==> src/rtl/r30_stream_gen.sv <==
// rtl/r30_stream_gen.sv - rule-30 state register and center-column word generator
// Steps an external combinational rule-30 array and packs center-column bits into words.
module r30_stream_gen #(
   parameter int N      = 128,
   parameter int W      = 32,
   parameter int WARMUP = 64
) (
   input  logic         clk,
   input  logic         rst_n,
   input  logic         seed_valid,
   input  logic [N-1:0] seed_data,
   output logic [N-1:0] state_q,
   input  logic [N-1:0] state_next,
   output logic         out_valid,
   input  logic         out_ready,
   output logic [W-1:0] out_data,
   output logic         busy
);

   localparam int BCW = $clog2(W + 1);
   localparam int WCW = (WARMUP > 0) ? $clog2(WARMUP + 1) : 1;
   localparam logic [BCW-1:0] BIT_LAST  = BCW'(W - 1);
   localparam logic [WCW-1:0] WARM_LAST = WCW'((WARMUP > 0) ? WARMUP - 1 : 0);
   localparam logic [N-1:0]   ONE_HOT   = N'(1) << (N / 2);

   typedef enum logic [1:0] {IDLE, WARM, FILL, HOLD} fsm_e;

   fsm_e           fsm_q, fsm_d;
   logic [N-1:0]   cells_q, cells_d;
   logic [W-1:0]   acc_q, acc_d;
   logic [W-1:0]   data_q, data_d;
   logic           valid_q, valid_d;
   logic [BCW-1:0] bit_cnt_q, bit_cnt_d;
   logic [WCW-1:0] warm_cnt_q, warm_cnt_d;
   logic [N-1:0]   seed_eff;
   logic [W-1:0]   shift_w;

   // All-zero is a fixed point of rule 30, so it is replaced by a single live cell.
   assign seed_eff = (seed_data == '0) ? ONE_HOT : seed_data;
   assign shift_w  = (acc_q << 1) | W'(cells_q[N/2]);

   always_ff @(posedge clk or negedge rst_n) begin
      if (!rst_n) begin
         fsm_q      <= IDLE;
         cells_q    <= '0;
         acc_q      <= '0;
         data_q     <= '0;
         valid_q    <= 1'b0;
         bit_cnt_q  <= '0;
         warm_cnt_q <= '0;
      end else begin
         fsm_q      <= fsm_d;
         cells_q    <= cells_d;
         acc_q      <= acc_d;
         data_q     <= data_d;
         valid_q    <= valid_d;
         bit_cnt_q  <= bit_cnt_d;
         warm_cnt_q <= warm_cnt_d;
      end
   end

   always_comb begin
      fsm_d      = fsm_q;
      cells_d    = cells_q;
      acc_d      = acc_q;
      data_d     = data_q;
      valid_d    = valid_q;
      bit_cnt_d  = bit_cnt_q;
      warm_cnt_d = warm_cnt_q;
      // A seed overrides everything, including a handshake in the same cycle.
      if (seed_valid) begin
         cells_d    = seed_eff;
         acc_d      = '0;
         valid_d    = 1'b0;
         bit_cnt_d  = '0;
         warm_cnt_d = '0;
         fsm_d      = (WARMUP > 0) ? WARM : FILL;
      end else begin
         case (fsm_q)
            WARM: begin
               cells_d = state_next;
               if (warm_cnt_q == WARM_LAST) begin
                  warm_cnt_d = '0;
                  fsm_d      = FILL;
               end else begin
                  warm_cnt_d = warm_cnt_q + WCW'(1);
               end
            end
            FILL: begin
               cells_d = state_next;
               acc_d   = shift_w;
               if (bit_cnt_q == BIT_LAST) begin
                  data_d    = shift_w;
                  valid_d   = 1'b1;
                  acc_d     = '0;
                  bit_cnt_d = '0;
                  fsm_d     = HOLD;
               end else begin
                  bit_cnt_d = bit_cnt_q + BCW'(1);
               end
            end
            HOLD: begin
               if (out_ready) begin
                  valid_d = 1'b0;
                  fsm_d   = FILL;
               end
            end
            default: ;
         endcase
      end
   end

   assign state_q   = cells_q;
   assign out_valid = valid_q;
   assign out_data  = data_q;
   assign busy      = (fsm_q != IDLE);

endmodule
==> config.mk <==
export PLATFORM = sky130hd
export DESIGN_NAME = r30_stream_gen
export DESIGN_NICKNAME = d
export VERILOG_FILES = /design/src/rtl/r30_stream_gen.sv
export SDC_FILE = /design/constraint.sdc
export NUM_CORES = 1
export LEC_CHECK = 0
export ABC_AREA = 0
export CAP_MARGIN = 20
export CORE_AREA = 2 2 171 173
export CTS_CLUSTER_SIZE = 12
export DETAILED_ROUTE_END_ITERATION = 16
export DIE_AREA = 0 0 173 175
export PLACE_DENSITY = 0.65
export SETUP_SLACK_MARGIN = 0.02
export SLEW_MARGIN = 30
export SYNTH_ARGS = -nofsm -noshare
export SYNTH_HDL_FRONTEND = slang
export SYNTH_SLANG_ARGS = --single-unit
==> constraint.sdc <==
create_clock -name clk -period 4.9 [get_ports clk]
set_input_delay 0.98 -clock clk [delete_from_list [all_inputs] [get_ports clk]]
set_output_delay 0.98 -clock clk [all_outputs]
set_load 0.01 [all_outputs]
==> flow_summary.toml <==
[logic_synthesis]
ys_types = 37
synthArstFlopShare_pct = 100
post-synth-top-count-cell = "dfrtp_1"
syn_inst = 817
synth_top_area_share_pct = 56.1
synth-seq-area-share_pct = 56.1
ys_ff_latch = 207
synth_area_leaders = "dfrtp_1, mux2i_1, o21ai_0"
synth_edf_count = 0
ys_warn_count = 0
synth_flop_cell = "dfrtp_1"
syn_area_mm2 = 0.00924
synth_top_cell_by_area = "dfrtp_1"
avgSynthCellArea_um2 = 11.3
synth_commonest_cells = "dfrtp_1, o21ai_0, nand2_1, mux2i_1, nor4_1"
syn-num-nets = 1083

[hold_path]
hold_class = "flop to flop"

[detailed_routing]
ant_nets = 0
initialDrtViolationCount = 296
wirelength_mm = 31.7
num_vias = 7939
vias_per_cell = 4.90
drc = 0
firstDrtPassIters = 5
wire_per_inst_um = 19.6

[sta]
clock_skew_ps = 7.96
maxSlewViolCount = 0
period_minus_slack_ps = 2930
slew-limit-headroom_pct = 29.6
worst_slew_pin_slew_ps = 1060
setup_tns_ps = 0
fmax_ghz = 0.342
rsz0062_at_grt = "no"
hold_viol = 0
min_period_over_period_pct = 59.7
setup_viol = 0

[clock_network]
clk_latency_ps = 510
cts.clk_slew.worst_paths_ps = 60
postCtsHoldBufs = 0
htree_levels = 1
clock_sinks = 207
numCtsBuffers = 24
post-cts-setup-buffer-count = 0
ctsResizeCount = 0
cts_tree = "yes"
clockBufferDepth = 3
clockRootBuffer = "clkbuf_16"

[layout]
fin_nets = 1484
seqCellArea_mm2 = 0.00518
nFillCells = 2577
layout-drive-gt1-share_pct = 6.80
multiInputGateArea_mm2 = 0.00378
layout.cells.non_filler = 1620
final_area_mm2 = 0.0146
area_growth_pct = 57.5

[setup_path]
critPathTopFamily = "simple AND/OR/NAND/NOR gates"
path_buf_inv = 1
worst_setup_path_start_kind = "input pin"
crit_top_cell = "nor4_1"
cp.arrival_ps = 3350
max_stage_delay_ps = 730
cp_max_fo = 2
crit_type = "input pin to flop"
cp_slowest_cell = "nor4_1"
critPathCaptureType = "flop"
required_ps = 5330
crit_chain = "clkdlybuf4s50_1, nor4_1, nand4_1, nor4_1, a211oi_1, a21oi_1"

[floorplanning]
die_h_um = 175
die_x_um = 173
dieArea_mm2 = 0.0303
start_util_pct = 32.5
fp-row-count = 62
core-area_mm2 = 0.0284
pin_count = 422

[global_route]
grt_pass1_vias = 8166
antenna_found_initial = 1
grt_first_pass_wirelength_mm = 48.0
grt_max_degree = 208
grt_usage_pct = 20.4
overflow = 0

[place]
placed_cell_area_mm2 = 0.0138
finalWeightedCongestion = 0.927
dp_cells = 1576
io_buffers = 421
dpl.hpwl_mm = 23.6

[power_and_ir_drop]
power_density_mw_per_mm2 = 468
peakVddDrop_mv = 0.312
p_leak_nw = 6.43

[run_status]
status = "complete, no violations"

[run]
cap_violations = 0
==> registers in the layout, indices dropped and copies added, names as in the netlist <==
name	count
state_q	128
out_data	32
acc_q	31
warm_cnt_q	7
bit_cnt_q	6
fsm_q	2
out_valid	1
==> report_power, final <==
group	internal [mW]	switching, mW
combinational	1.50	1.34
sequential	2.04	0.197
clock	1.04	0.704
==> cell usage in the layout, fill, tap and decap left out, drive strengths merged <==
cell type      count
clkdlybuf4s50    419
dfrtp            207
o21ai            135
nand2            132
mux2i            130
clkbuf            39
nor4              34
a22o              33
mux2              33
nand4             12
nor2              11
buf               10
ha                 6
inv                5
xor2               4
clkinv             3
a21oi              2
and3               2
nor2b              2
nand3              2
diode              1
a211oi             1
nand2b             1
o21ba              1
nor3               1
o311ai             1
and2b              1
a31oi              1
o221ai             1
o21a               1
o31ai              1
a22oi              1
a21o               1
o211a              1
clkinvlp           1
==> final cells by class <==
cell class / instances / share of cell area [%]
antenna: 1 / 0.0172
clock inverter: 4 / 0.155
clock buffer: 39 / 5.14
timing repair buffer: 429 / 29.7
sequential: 207 / 35.6
multi-input combinational: 551 / 26.0
tap: 384 / 3.30
inverter: 5 / 0.129
==> cells by family (layout without fill, tap and decap cells) <==
logic type / Yosys count / in the layout / synth area share, %
other: 0 / 1 / 0
AO/OA/AOI/OAI: 180 / 180 / 11.6
adder cells (fa/ha/maj): 6 / 6 / 0.813
flip-flops: 207 / 207 / 56.1
multiplexers: 163 / 163 / 18.1
XOR/XNOR: 4 / 4 / 0.379
buffers and inverters: 59 / 477 / 3.22
AND/OR/NAND/NOR: 198 / 198 / 9.79
==> metrics by stage <==
stage	hold slack (ps)	util (%)	power (mW)	setup WS (ps)
final	482	51.2	6.81	1970
after detailed placement	476	48.5	5.11	1510
after global routing	513	51.2	7.18	2000
after floorplan	467	-	3.83	2900
after global placement	474	48.5	5.08	1530
after CTS	490	51.2	6.90	2020
==> per-layer routing <==
metal	track usage [%]	share of wire, %	vias up
met5	0	0	-
met4	6.53	2.8	0
met3	5.24	7.3	54
met2	35.3	49	298
met1	24.9	41	3825
li1	-	-	3762
==> final timing paths <==
kind                                    startpoint                        to  slack (ps)  cells past startpoint
max in group asynchronous                    rst_n    state_q[9]$_DFFE_PN0P_        3400                      2
hold reg to reg            out_data[6]$_DFFE_PN0P_   out_data[6]$_DFFE_PN0P_         480                      1
setup / recovery                     seed_data[47]   state_q[64]$_DFFE_PN0P_        1970                      6
hold / removal             out_data[6]$_DFFE_PN0P_   out_data[6]$_DFFE_PN0P_         480                      1
setup reg to reg              fsm_q[0]$_DFFE_PN0P_  bit_cnt_q[3]$_DFFE_PN0P_        2340                      8
min in group asynchronous                    rst_n  out_data[23]$_DFFE_PN0P_         530                      1
Power figures use the tool's default switching activity.
